$ cat src/rtl/vctg_pkg.sv
// Shared types and helpers for the per-VC traffic generator.
package vctg_pkg;

  typedef enum logic [1:0] {
    IDLE  = 2'd0,
    REQ   = 2'd1,
    GRANT = 2'd2
  } vctg_state_e;

  // Right-shift Galois mask for x^32 + x^22 + x^2 + x + 1
  localparam logic [31:0] LFSR_TAPS = 32'h8020_0003;

  function automatic logic [31:0] onehot(input logic [4:0] idx);
    return 32'd1 << idx;
  endfunction

  function automatic logic [7:0] max1(input logic [7:0] v);
    return (v == 8'd0) ? 8'd1 : v;
  endfunction

endpackage

$ cat src/rtl/vctg_lfsr.sv
// Free-running 32-bit Galois LFSR; loads SEED on synchronous reset.
module vctg_lfsr
  import vctg_pkg::*;
#(
  parameter logic [31:0] SEED = 32'h1ACEB00C
) (
  input  logic        clk,
  input  logic        resetn,
  output logic [31:0] o_lfsr
);

  logic [31:0] r_lfsr;

  always_ff @(posedge clk) begin
    if (!resetn) r_lfsr <= SEED;
    else         r_lfsr <= {1'b0, r_lfsr[31:1]} ^ (r_lfsr[0] ? LFSR_TAPS : 32'd0);
  end

  assign o_lfsr = r_lfsr;

endmodule

$ cat src/rtl/vc_traffic_gen.sv
// Per-VC packet source: one request FSM per VC and a shared flit-stream mux.
// Optional per-VC packet/flit counters when VC_TRAFFIC_GEN_STATS_EN is defined.
//   state | meaning
//   IDLE  | waiting for enable & lfsr[i]
//   REQ   | has_packet raised with dest/output_vc, awaiting cts
//   GRANT | streaming flits of the current packet
module vc_traffic_gen
  import vctg_pkg::*;
#(
  parameter int          VC_NUM     = 3,
  parameter int          PRIO_NUM   = 2,
  parameter int          OUTPUT_NUM = 8,
  parameter int          MAX_PKTS   = 4,
  parameter int          MAX_FLITS  = 8,
  parameter logic [31:0] SEED       = 32'h1ACEB00C,
  localparam int N   = VC_NUM * PRIO_NUM,
  localparam int VCW = $clog2(N),
  localparam int PW  = $clog2(MAX_PKTS + 1),
  localparam int FW  = $clog2(MAX_FLITS + 1)
) (
  input  logic                            clk,
  input  logic                            resetn,
  input  logic                            enable,
  input  logic                            mode_fixed,
  input  logic [PW-1:0]                   cfg_pkts,
  input  logic [FW-1:0]                   cfg_flits,
  input  logic                            cts,
  input  logic [VCW-1:0]                  selected_vc,
  input  logic                            ready,
  output logic [N-1:0]                    o_has_packet,
  output logic [N-1:0][OUTPUT_NUM-1:0]    o_dest,
  output logic [N-1:0][VCW-1:0]           o_output_vc,
  output logic                            o_valid,
  output logic                            o_last,
  output logic [VCW-1:0]                  o_vc,
  output logic                            o_idle,
`ifdef VC_TRAFFIC_GEN_STATS_EN
  output logic [N-1:0][15:0]              o_pkt_cnt,
  output logic [N-1:0][15:0]              o_flit_cnt,
`endif
  output logic                            o_proto_err
);

  logic [31:0]           w_lfsr;
  logic [N-1:0]          w_req_vec;
  logic [N-1:0]          w_grant_vec;
  logic [N-1:0]          w_last_vec;
  logic                  w_any_grant;
  logic                  w_sel_req;
  logic                  w_grant_ok;
  logic                  r_proto_err;
  logic [PW-1:0]         w_fix_pkts;
  logic [PW-1:0]         w_draw_pkts;
  logic [FW-1:0]         w_fix_flits;
  logic [FW-1:0]         w_draw_flits;
  logic [OUTPUT_NUM-1:0] w_draw_dest;

  vctg_lfsr #(.SEED(SEED)) u_lfsr (
    .clk    (clk),
    .resetn (resetn),
    .o_lfsr (w_lfsr)
  );

  assign w_fix_pkts   = PW'(max1(8'(cfg_pkts)));
  assign w_fix_flits  = FW'(max1(8'(cfg_flits)));
  assign w_draw_pkts  = PW'(32'(w_lfsr[15:0]) % MAX_PKTS + 1);
  assign w_draw_flits = FW'(32'(w_lfsr[15:0]) % MAX_FLITS + 1);
  // Output 0 is never targeted, so the draw starts at 1
  assign w_draw_dest  = OUTPUT_NUM'(onehot(5'(32'(w_lfsr[31:16]) % (OUTPUT_NUM - 1) + 1)));

  always_comb begin
    w_sel_req = 1'b0;
    for (int k = 0; k < N; k++)
      if (selected_vc == VCW'(k) && w_req_vec[k]) w_sel_req = 1'b1;
  end

  assign w_any_grant = |w_grant_vec;
  assign w_grant_ok  = cts & ~w_any_grant & w_sel_req;

  // Any cts that cannot be honoured is a protocol violation
  always_ff @(posedge clk) begin
    if (!resetn)                  r_proto_err <= 1'b0;
    else if (cts && !w_grant_ok)  r_proto_err <= 1'b1;
  end

  assign o_proto_err = r_proto_err;

  for (genvar gi = 0; gi < N; gi++) begin : g_vc
    vctg_state_e           r_state, w_state_nxt;
    logic [PW-1:0]         r_pkts, w_pkts_nxt;
    logic [FW-1:0]         r_flits, w_flits_nxt;
    logic [OUTPUT_NUM-1:0] r_dest, w_dest_nxt;
    logic [VCW-1:0]        r_ovc, w_ovc_nxt;
    logic                  w_accept;
    logic                  w_last_acc;
    logic                  w_final;

    assign w_accept   = (r_state == GRANT) & ready;
    assign w_last_acc = w_accept & (r_flits == FW'(1));
    assign w_final    = w_last_acc & (r_pkts == PW'(1));

    always_ff @(posedge clk) begin
      if (!resetn) begin
        r_state <= IDLE;
        r_pkts  <= '0;
        r_flits <= '0;
        r_dest  <= '0;
        r_ovc   <= '0;
      end else begin
        r_state <= w_state_nxt;
        r_pkts  <= w_pkts_nxt;
        r_flits <= w_flits_nxt;
        r_dest  <= w_dest_nxt;
        r_ovc   <= w_ovc_nxt;
      end
    end

    always_comb begin
      w_state_nxt = r_state;
      w_pkts_nxt  = r_pkts;
      w_flits_nxt = r_flits;
      w_dest_nxt  = r_dest;
      w_ovc_nxt   = r_ovc;
      case (r_state)
        IDLE: begin
          if (enable && w_lfsr[gi]) begin
            w_state_nxt = REQ;
            w_pkts_nxt  = mode_fixed ? w_fix_pkts : w_draw_pkts;
            w_dest_nxt  = w_draw_dest;
            w_ovc_nxt   = VCW'(gi);
          end
        end
        REQ: begin
          if (w_grant_ok && selected_vc == VCW'(gi)) begin
            w_state_nxt = GRANT;
            w_flits_nxt = mode_fixed ? w_fix_flits : w_draw_flits;
          end
        end
        GRANT: begin
          if (w_last_acc) begin
            w_pkts_nxt = r_pkts - PW'(1);
            if (w_final) begin
              w_state_nxt = IDLE;
            end else begin
              w_state_nxt = REQ;
              w_dest_nxt  = w_draw_dest;
              w_ovc_nxt   = VCW'(gi);
            end
          end else if (w_accept) begin
            w_flits_nxt = r_flits - FW'(1);
          end
        end
        default: w_state_nxt = IDLE;
      endcase
    end

    assign w_req_vec[gi]    = (r_state == REQ);
    assign w_grant_vec[gi]  = (r_state == GRANT);
    assign w_last_vec[gi]   = (r_state == GRANT) & (r_flits == FW'(1));
    // Request drops in the same cycle the burst's final flit is taken
    assign o_has_packet[gi] = w_req_vec[gi] | (w_grant_vec[gi] & ~w_final);
    assign o_dest[gi]       = r_dest;
    assign o_output_vc[gi]  = r_ovc;

`ifdef VC_TRAFFIC_GEN_STATS_EN
    logic [15:0] r_pkt_cnt;
    logic [15:0] r_flit_cnt;

    always_ff @(posedge clk) begin
      if (!resetn) begin
        r_pkt_cnt  <= '0;
        r_flit_cnt <= '0;
      end else begin
        if (w_accept && r_flit_cnt != 16'hFFFF)   r_flit_cnt <= r_flit_cnt + 16'd1;
        if (w_last_acc && r_pkt_cnt != 16'hFFFF)  r_pkt_cnt  <= r_pkt_cnt + 16'd1;
      end
    end

    assign o_pkt_cnt[gi]  = r_pkt_cnt;
    assign o_flit_cnt[gi] = r_flit_cnt;
`else
    // Statistics counters are not built in this configuration
`endif
  end

  always_comb begin
    o_vc   = '0;
    o_last = 1'b0;
    for (int k = 0; k < N; k++) begin
      if (w_grant_vec[k]) begin
        o_vc   = VCW'(k);
        o_last = w_last_vec[k];
      end
    end
  end

  assign o_valid = w_any_grant;
  assign o_idle  = ~|(w_req_vec | w_grant_vec);

endmodule

$ cat config.mk
export PLATFORM = sky130hd
export DESIGN_NAME = vc_traffic_gen
export DESIGN_NICKNAME = d
export VERILOG_FILES = /design/src/rtl/vctg_pkg.sv /design/src/rtl/vctg_lfsr.sv /design/src/rtl/vc_traffic_gen.sv
export SDC_FILE = /design/constraint.sdc
export NUM_CORES = 1
export LEC_CHECK = 0
export ABC_CLOCK_PERIOD_IN_PS = 7500
export BUFFER_PORTS_ARGS = -buffer_cell sky130_fd_sc_hd__buf_4
export CORE_MARGIN = 10
export CORE_UTILIZATION = 54
export DETAILED_ROUTE_END_ITERATION = 16
export PLACE_DENSITY = 0.8
export SETUP_SLACK_MARGIN = 0.02
export SLEW_MARGIN = 20
export SYNTH_ARGS = -nofsm -noshare
export SYNTH_HDL_FRONTEND = slang
export SYNTH_HIERARCHICAL = 1
export SYNTH_SLANG_ARGS = --single-unit
$ cat constraint.sdc
create_clock -name clk -period 7.5 [get_ports clk]
set_clock_uncertainty 0.15 [all_clocks]
set_input_delay 1.125 -clock clk [delete_from_list [all_inputs] [get_ports clk]]
set_output_delay 1.125 -clock clk [all_outputs]
set_load 0.02 [all_outputs]
==> results of run 1 <==
-- power groups by stage --
stage | registers (mW) | logic [mW] | clock network, mW
6_report | 0.980 | 4.49 | 0.872
4_1_cts | 0.972 | 2.84 | 0.867
3_5_place_dp | 0.981 | 2.73 | 0
3_3_place_gp | 0.980 | 2.69 | 0
2_1_floorplan | 1.03 | 2.04 | 0
5_1_grt | 0.992 | 4.68 | 0.910
-- flip-flops by register name, indices dropped and copies added, names as in the netlist --
| signal | count |
|---|---|
| o_proto_err | 1 |
| g_vc.r_state | 12 |
| g_vc.r_dest | 48 |
| g_vc.r_flits | 24 |
| g_vc.r_ovc | 5 |
| g_vc.r_pkts | 18 |
| u_lfsr/o_lfsr | 32 |
-- worst max-delay path by stage --
stage | start | to | slack (ns) | cells after the start
detailed placement | u_lfsr/o_lfsr[29] | g_vc[0].r_dest[6] | -0.25 | 35
CTS | u_lfsr/o_lfsr[29] | g_vc[0].r_dest[0] | -0.06 | 35
global placement | u_lfsr/o_lfsr[29] | g_vc[0].r_dest[4] | -0.04 | 35
finish | u_lfsr/o_lfsr[29] | g_vc[4].r_dest[2] | -0.47 | 31
floorplan | u_lfsr/o_lfsr[30] | g_vc[2].r_dest[2] | -0.24 | 39
global route | u_lfsr/o_lfsr[29] | g_vc[4].r_dest[2] | -0.67 | 36
-- routing by layer --
layer / part of all wire, % / vias to the layer above / global-route usage (%)
met2: 48 / 435 / 37.2
met5: 0 / - / 0
met3: 8.6 / 73 / 6.10
met1: 41 / 4357 / 28.3
li1: - / 4269 / -
met4: 2.7 / 0 / 6.80
-- stage by stage --
stage | utilization [%] | area (µm²) | hold WS (ns) | setup TNS, ns | std cells
after global routing | 71.7 | 11900 | 0.270 | -24.76 | 1460
final | 71.7 | 11900 | 0.262 | -13.48 | 1460
after global placement | 62.3 | 10300 | 0.245 | -0.390 | 1390
after detailed placement | 62.3 | 10300 | 0.248 | -4.20 | 1390
after floorplan | - | 9540 | 0.236 | -6.11 | 1121
after CTS | 67.3 | 11200 | 0.261 | -0.202 | 1433
-- cell families after synthesis --
logic type / share of synthesized area, %
compound gates: 28.5
fa+ha+maj: 7.28
xor+xnor: 1.25
other cells: 0.0412
flops: 30.8
mux: 1.95
simple gates: 23.2
buf+inv: 7.05
-- placed cells by master (no fill, tap or decap), types with 13 or more instances in the layout --
master	synthesis	layout
nor2_1	90	87
o41ai_2	0	18
o22ai_1	13	13
inv_1	61	57
dfxtp_1	140	137
o21ai_0	55	54
o31ai_4	0	13
ha_1	53	49
nand2_1	88	84
clkbuf_16	0	20
nor3_1	20	17
and2_1	27	25
nand2b_1	31	30
buf_4	18	146
a21oi_1	68	67
nand3_1	53	52
-- repair_timing --
| item | 4_1_cts | 5_1_grt |
|---|---|---|
| hold endpoints to repair | 0 | 0 |
| buffers inserted | 12 | 23 |
| cloned | 0 | 5 |
| pin swaps | 6 | 36 |
| setup endpoints to repair | 37 | 48 |
| resized for setup | 26 | 84 |
-- final cells by class --
type	count	area, µm²	share of cell area (%)
Timing Repair Buffer	166	1400	11.8
Multi-Input combinational cell	841	6570	55.3
Clock buffer	19	433	3.64
Tap cell	220	275	2.31
Inverter	62	235	1.98
Clock inverter	12	164	1.38
Sequential cell	140	2810	23.6
==> impl_results.md, run 1 <==
* First-pass GRT wire length at 42400 µm
* Combinational share of power at 70.8%
* Hold Path Class: reg -> reg
* Leading cell type by number of instances after synthesis: dfxtp_1
* Worst hold path startpoint: u_lfsr/o_lfsr[13]
* CTS clk-pin slew, worst paths at 0.06 ns
* R2R cell count at 31
* Clk root buf: clkbuf_16
* CP Capture Type: flop
* Slew headroom at 19.8%
* Row count at 47
* WP buf/inv at 4
* Setup WS pre-CTS at -0.254 ns
* Worst R2R Start: u_lfsr/o_lfsr[29]
* Critical path's largest stage delay at 0.45 ns
* Final Power at 6.34 mW
* Initial DRC count at 747
* Seq pwr share at 15.5%
* Maximum number of pins on one net before global-route repair at 95
* Post-DP HPWL at 17400 µm
* Fmax at 125 MHz
* CP most frequent cell: buf_4
* Pint at 3.31 mW
* Yosys top cell area share at 30.8%
* Crit path DAT at 8.13 ns
* CP max stage cell: or3_4
* Total GRT Usage at 22.6%
* Syn Area/Cell at 8.20 µm²
* Post-cts hold buffer count at 0
* Seq/Total Area, Yosys at 30.8%
* Worst-Margin Slew at 1.19 ns
* CTS tree: yes
* Unrepaired setup endpoints after global routing: yes
* Unique cell type count in the Yosys netlist at 99
* Ys flop type: dfxtp_1
* Final #Nets at 1297
* Initial antenna violation count at 0
* Mapped cell area at 0.00911 mm²
* Post-route setup slack at -0.472 ns
* CP delay by family, top: compound AO/OA/AOI/OAI gates
* Clk_lat worst skew at 0.43 ns
* Pleak at 4.80 nW
* Clock power share at 13.8%
* Crit Path Class: reg -> reg
* Filler Cell Count at 1204
* Worst setup SP type: flop
* Fin. Hold Viols at 0
* Width of the die at 150 µm
* Reg2reg end: g_vc[4].r_dest[2]
* DR vias/cell at 6.26
* Vias at 9134
* Psw at 3.03 mW
* Clock buffer depth at 2
* Initial Util at 54.9%
* N_diodes at 0
* Post-synth EDFFs at 0
* Post-synth top cells: dfxtp_1, nor2_1, nand2_1
* Max-slew violations at 0
* H-tree depth at 4
* Pwr per Cell Area at 533 mW/mm²
* Status: finished, violations left
* Vias in the first global route at 8519
* First-pass DRT Iterations at 6
* Mapped Cells at 1111
* Final Cycle Share at 106%
* #FFs+latches synth at 140
* WL/cell at 19.5 µm
* Routability congestion estimate at 0.920
* Io pins at 95
* Final setup fails at 48
* Die area at 0.0225 mm²
* Tmin final at 7.97 ns
* Worst reg2reg setup slack at -0.47 ns
* Sw Share at 47.9%
* Ys Warns at 6
* Crit Path Max Fanout at 6
* Failing checks: negative setup slack
* Port bufs at 83
* Peak supply drop at 629 µV
* Share of cells above drive strength 1 at 28.8%
* Max cap viols at 0
* DRC at 0
* CP required at 7.66 ns
* GRT Residual Overflow at 0
* CTS Buf Count at 17
* Min-Delay Endpoint: u_lfsr/o_lfsr[12]
* Core ar. at 0.0166 mm²
* Hold Path Depth at 1
* Ys async rst share at 0%
* Final wirelength at 28500 µm
* Synth-to-layout area growth at 30.5%
* Yosys top cell by area: dfxtp_1
* Die Ht at 150 µm
* Top cells by area, synth: dfxtp_1, ha_1, a21oi_1, nor2_1, nand2_1
* Routed Antenna Nets at 0
* CTS Sinks at 140
Power figures use the tool's default switching activity.
==> inputs of run 2 (changes only) <==
CORE_MARGIN = 4   (was 10)
==> impl_results.md, run 2 (synthesis gave the netlist of run 1 again) <==
* Final setup fails at 26 (-46%)
* Final Util at 69.2% (-2.5 points)
* Port bufs at 83 (unchanged)
* GRT Residual Overflow at 0 (unchanged)
* Worst hold path startpoint: u_lfsr/o_lfsr[14]
* Share of cells above drive strength 1 at 27.7% (-1.1 points)
* Hold Path Class: reg -> reg
* Core ar. at 0.0166 mm² (unchanged)
* Initial antenna violation count at 0 (unchanged)
* Worst reg2reg setup slack at -0.22 ns (+0.25 ns)
* CP most frequent cell: a211oi_4
* CP required at 7.68 ns (+0.02 ns)
* Vias at 8802 (-3.6%)
* Post-cts hold buffer count at 0 (unchanged)
* CTS Sinks at 140 (unchanged)
* Failing checks: negative setup slack
* Initial Util at 54.9% (unchanged)
* Tmin final at 7.72 ns (-0.251 ns)
* Slew headroom at 29.5% (+9.7 points)
* CTS tree: yes
* Initial DRC count at 718 (-3.9%)
* Row count at 47 (unchanged)
* Synth-to-layout area growth at 26.0%
* Post-route setup slack at -0.221 ns (+0.251 ns)
* Routability congestion estimate at 0.903 (-1.8%)
* CP max stage cell: or3_4
* Commonest non-fill, non-tap cell in the layout: buf_4
* Total GRT Usage at 25.9% (+3.3 points)
* Clk_lat worst skew at 0.43 ns (about the same)
* DRC at 0 (unchanged)
* Clk root buf: clkbuf_16
* Largest Register: g_vc.r_dest
* Pleak at 4.67 nW (-2.7%)
* Final #Nets at 1294 (-0.23%)
* H-tree depth at 4 (unchanged)
* First-pass DRT Iterations at 6 (unchanged)
* Max-slew violations at 0 (unchanged)
* Crit. Startpoint: u_lfsr/o_lfsr[30]
* CTS clk-pin slew, worst paths at 0.06 ns (about the same)
* First-pass GRT wire length at 39800 µm (-6.2%)
* Crit Path Max Fanout at 5 (-1)
* Final wirelength at 24900 µm (-12%)
* Area occupied by multi-input gates at 0.00635 mm² (-3.4%)
* CTS Buf Count at 17 (unchanged)
* Peak supply drop at 702 µV (+12%)
* Pwr per Cell Area at 416 mW/mm² (-22%)
* Maximum number of pins on one net before global-route repair at 95 (unchanged)
* Worst setup SP type: flop
* CP Capture Type: flop
* Vias in the first global route at 8084 (-5.1%)
* Filler Cell Count at 1306 (+8.5%)
* Width of the die at 138 µm (-8.0%)
* Status: finished, violations left
* Fmax at 130 MHz (+3.2%)
* Register area at 0.00281 mm² (-0.13%)
* Commonest non-fill, non-tap cells in the layout: buf_4, dfxtp_1, nor2_1
* Setup WS pre-CTS at -0.186 ns (+0.0673 ns)
* Critical path's largest stage delay at 0.43 ns (-0.02 ns)
* Fin Setup TNS at -3.61 ns (+9.87 ns)
* Io pins at 95 (unchanged)
* Crit Path Class: reg -> reg
* DR vias/cell at 6.04 (-3.5%)
* Crit path DAT at 7.90 ns (-0.23 ns)
* Routed Antenna Nets at 0 (unchanged)
* Final Cycle Share at 103% (-3.3 points)
* N_diodes at 0 (unchanged)
* Worst-Margin Slew at 1.03 ns (-0.160 ns)
* Die Ht at 138 µm (-8.0%)
* WL/cell at 17.1 µm (-12%)
* Hold Path Depth at 1 (unchanged)
* Number of flip-flops in the largest register at 48 (unchanged)
* Max cap viols at 0 (unchanged)
* Die area at 0.0190 mm² (-15%)
* Clock buffer depth at 2 (unchanged)
* Worst R2R Start: u_lfsr/o_lfsr[30]
* Unrepaired setup endpoints after global routing: yes
* Post-DP HPWL at 16700 µm (-4.0%)
* Fin. Hold Viols at 0 (unchanged)
* R2R cell count at 34 (+9.7%)
run 2: worst max-delay path: cells and delay by family (launching register included):
family,cells,cell delay [ns]
XOR/XNOR,2,0.30
AND/OR/NAND/NOR,8,1.51
multiplexers,2,0.55
buffers and inverters,3,0.22
flip-flops,1,0.36
AO/OA/AOI/OAI,16,3.95
adder cells (fa/ha/maj),3,0.61
run 2: path summary, 6_finish.rpt:
check | endpoint
worst min register to register | u_lfsr/o_lfsr[13]
worst min-delay path | u_lfsr/o_lfsr[13]
worst max-delay path | g_vc[0].r_dest[0]
worst max register to register | g_vc[0].r_dest[0]
run 2: where the power goes:
| group | internal (mW) | switching [mW] | total (mW) |
|---|---|---|---|
| logic | 1.15 | 1.88 | 3.04 |
| clock network | 0.447 | 0.324 | 0.771 |
| registers | 0.867 | 0.105 | 0.972 |
| total | 2.47 | 2.31 | 4.78 |
run 2: repair_timing:
action                                  4_1_cts  5_1_grt
setup buffers                                18       16
pin swaps                                    18       36
resized for setup                            31       28
endpoints found under the hold margin         0        0
endpoints found under the setup margin       25       48
run 2: per-stage QoR:
step | cell area (µm²) | cells | hold slack, ns | power [mW]
after floorplan | 9540 | 1121 | 0.236 | 3.07
after global placement | 10400 | 1392 | 0.245 | 3.66
after detailed placement | 10400 | 1392 | 0.248 | 3.71
after CTS | 11200 | 1442 | 0.263 | 4.61
after global routing | 11500 | 1458 | 0.276 | 5.06
final | 11500 | 1458 | 0.263 | 4.78
run 2: metal layers:
metal	vias to the layer above	track usage, %	routed length, µm
li1	4241	-	-
met1	4243	35.2	11100
met2	287	41.4	11700
met3	31	6.28	1770
met4	0	6.53	383
met5	-	0	0
run 2: final cells by class:
type | instances | area share [%]
clock buffers | 22 | 4.13
clock inverters | 10 | 0.567
inverters | 62 | 2.05
multi-input cells | 840 | 55.3
flip-flops and latches | 140 | 24.5
well taps | 220 | 2.40
repair buffers | 164 | 11.1
==> inputs of run 3 (changes only) <==
CORE_UTILIZATION = 35   (was 54)
GPL_TIMING_DRIVEN = 0   (was default)
PLACE_DENSITY = 0.57   (was 0.8)
==> impl_results.md, run 3 (synthesis gave the netlist of run 1 again) <==
* Commonest non-fill, non-tap cells in the layout: buf_4, dfxtp_1, nor2_1
* CP required at 7.68 ns (about the same)
* Post-DP HPWL at 19800 µm (+19%)
* Post-cts hold buffer count at 0 (unchanged)
* Port bufs at 81 (-2.4%)
* Die area at 0.0287 mm² (+51%)
* Routed Antenna Nets at 0 (unchanged)
* Critical path's largest stage delay at 0.38 ns (-0.05 ns)
* Pleak at 5.02 nW (+7.5%)
* CP delay by family, top: compound AO/OA/AOI/OAI gates
* Initial antenna violation count at 0 (unchanged)
* Pwr per Cell Area at 523 mW/mm² (+26%)
* Total GRT Usage at 19.3% (-6.5 points)
* Clock buffer depth at 2 (unchanged)
* Fmax at 126 MHz (-2.4%)
* Worst-Margin Slew at 1.11 ns (+0.0823 ns)
* WL/cell at 17.9 µm (+4.6%)
* Largest Register: g_vc.r_dest
* Clk root buf: clkbuf_16
* Crit path DAT at 8.09 ns (+0.19 ns)
* CTS Buf Count at 17 (unchanged)
* Crit Path Max Fanout at 5 (unchanged)
* Initial DRC count at 568 (-21%)
* Crit Path Class: reg -> reg
* H-tree depth at 4 (unchanged)
* CP max stage cell: or3_4
* Max-slew violations at 0 (unchanged)
* Number of flip-flops in the largest register at 48 (unchanged)
* Clock power share at 13.0% (-3.1 points)
* N_diodes at 0 (unchanged)
* Fin. Hold Viols at 0 (unchanged)
* Synth-to-layout area growth at 36.9%
* DRC at 0 (unchanged)
* Hold Path Class: reg -> reg
* Seq pwr share at 14.7% (-5.6 points)
* Slew headroom at 26.0% (-3.5 points)
* Routability congestion estimate at 0.883 (-2.2%)
* Width of the die at 169 µm (+23%)
* Final Power at 6.52 mW (+37%)
* CTS clk-pin slew, worst paths at 0.07 ns (about the same)
* Pint at 3.43 mW (+39%)
* Clk_lat worst skew at 0.42 ns (about the same)
* CTS tree: yes
* Tmin final at 7.91 ns (+0.191 ns)
* Final Cycle Share at 105% (+2.5 points)
* Status: finished, violations left
* CP most frequent cell: ha_4
* Final wirelength at 29100 µm (+17%)
* Commonest non-fill, non-tap cell in the layout: buf_4
* Io pins at 95 (unchanged)
* GRT Residual Overflow at 0 (unchanged)
* Final setup fails at 48 (+85%)
* Combinational share of power at 72.3% (+8.8 points)
* DR vias/cell at 5.54 (-8.2%)
* Vias at 9018 (+2.5%)
* Unrepaired setup endpoints after global routing: yes
* Peak supply drop at 625 µV (-11%)
* Row count at 58 (+23%)
* Initial Util at 35.9% (-19 points)
* CP Capture Type: flop
* Die Ht at 169 µm (+23%)
* First-pass GRT wire length at 45500 µm (+14%)
* Final Util at 49.1% (-20 points)
* Share of cells above drive strength 1 at 29.5% (+1.7 points)
* Worst setup SP type: flop
* Psw at 3.09 mW (+34%)
* Max cap viols at 0 (unchanged)
* First-pass DRT Iterations at 6 (unchanged)
* CTS Sinks at 140 (unchanged)
* Vias in the first global route at 8473 (+4.8%)
* Final #Nets at 1353 (+4.6%)
* WP buf/inv at 9 (+6)
* Maximum number of pins on one net before global-route repair at 17 (-82%)
* Failing checks: negative setup slack
* Sw Share at 47.4% (-0.97 points)
* Fin Setup TNS at -12.68 ns (-9.07 ns)
* Core ar. at 0.0254 mm² (+53%)
* Post-route setup slack at -0.412 ns (-0.191 ns)
* Worst reg2reg setup slack at -0.41 ns (-0.19 ns)
==> run 3: cell types whose count changed in the layout (fill, tap and decap cells not counted), moves of 4 or more <==
cell       previous run  this run
buf_2                 0         5
buf_4               157       145
buf_6                 5        14
clkbuf_1              2        40
clkbuf_16            17        22
inv_6                 1         5
inv_8                 0         4
o31ai_1              19         5
o31ai_4               1        15
==> run 3: timing repair <==
action | in CTS | in global routing
pin swaps | 41 | 44
buffers inserted | 35 | 22
cloned | 4 | 3
endpoints found under the setup margin | 48 | 48
resized for setup | 49 | 79
==> run 3: per-layer routing <==
metal  GRT usage, %  wire length (µm)
met1           27.0             13700
met2           30.5             13300
met3           4.45              1720
met4           4.66               447
met5              0                 0
==> run 3: power groups by stage <==
| stage | combinational, mW | sequential, mW | clock, mW |
|---|---|---|---|
| 2_1_floorplan | 2.04 | 1.03 | 0 |
| 3_3_place_gp | 2.82 | 0.974 | 0 |
| 3_5_place_dp | 2.83 | 0.973 | 0 |
| 4_1_cts | 3.44 | 0.958 | 0.867 |
| 5_1_grt | 4.97 | 0.977 | 0.895 |
| 6_report | 4.71 | 0.961 | 0.850 |
==> run 3: path summary, 6_finish.rpt <==
| path | from | cells past startpoint | endpoint |
|---|---|---|---|
| worst max-delay path | u_lfsr/o_lfsr[30] | 40 | g_vc[4].r_dest[2] |
| worst min register to register | u_lfsr/o_lfsr[14] | 1 | u_lfsr/o_lfsr[13] |
| worst min-delay path | u_lfsr/o_lfsr[14] | 1 | u_lfsr/o_lfsr[13] |
| worst max register to register | u_lfsr/o_lfsr[30] | 40 | g_vc[4].r_dest[2] |
==> run 3: metrics by stage <==
step	cell area [µm²]	cells	hold slack (ns)	setup slack (ns)
floorplan	9540	1121	0.236	-0.239
global placement	10600	1532	0.240	-1.10
detailed placement	10600	1532	0.246	-1.16
CTS	11800	1602	0.265	-0.323
global route	12500	1627	0.279	-0.795
finish	12500	1627	0.262	-0.412
==> run 3: layout make-up <==
class,count,area [µm²]
Tap cell,330,413
Timing Repair Buffer,144,1190
Fill cell,2421,12900
Sequential cell,140,2810
Buffer,78,518
Clock inverter,14,149
Clock buffer,18,439
Multi-Input combinational cell,841,6710
Inverter,62,238
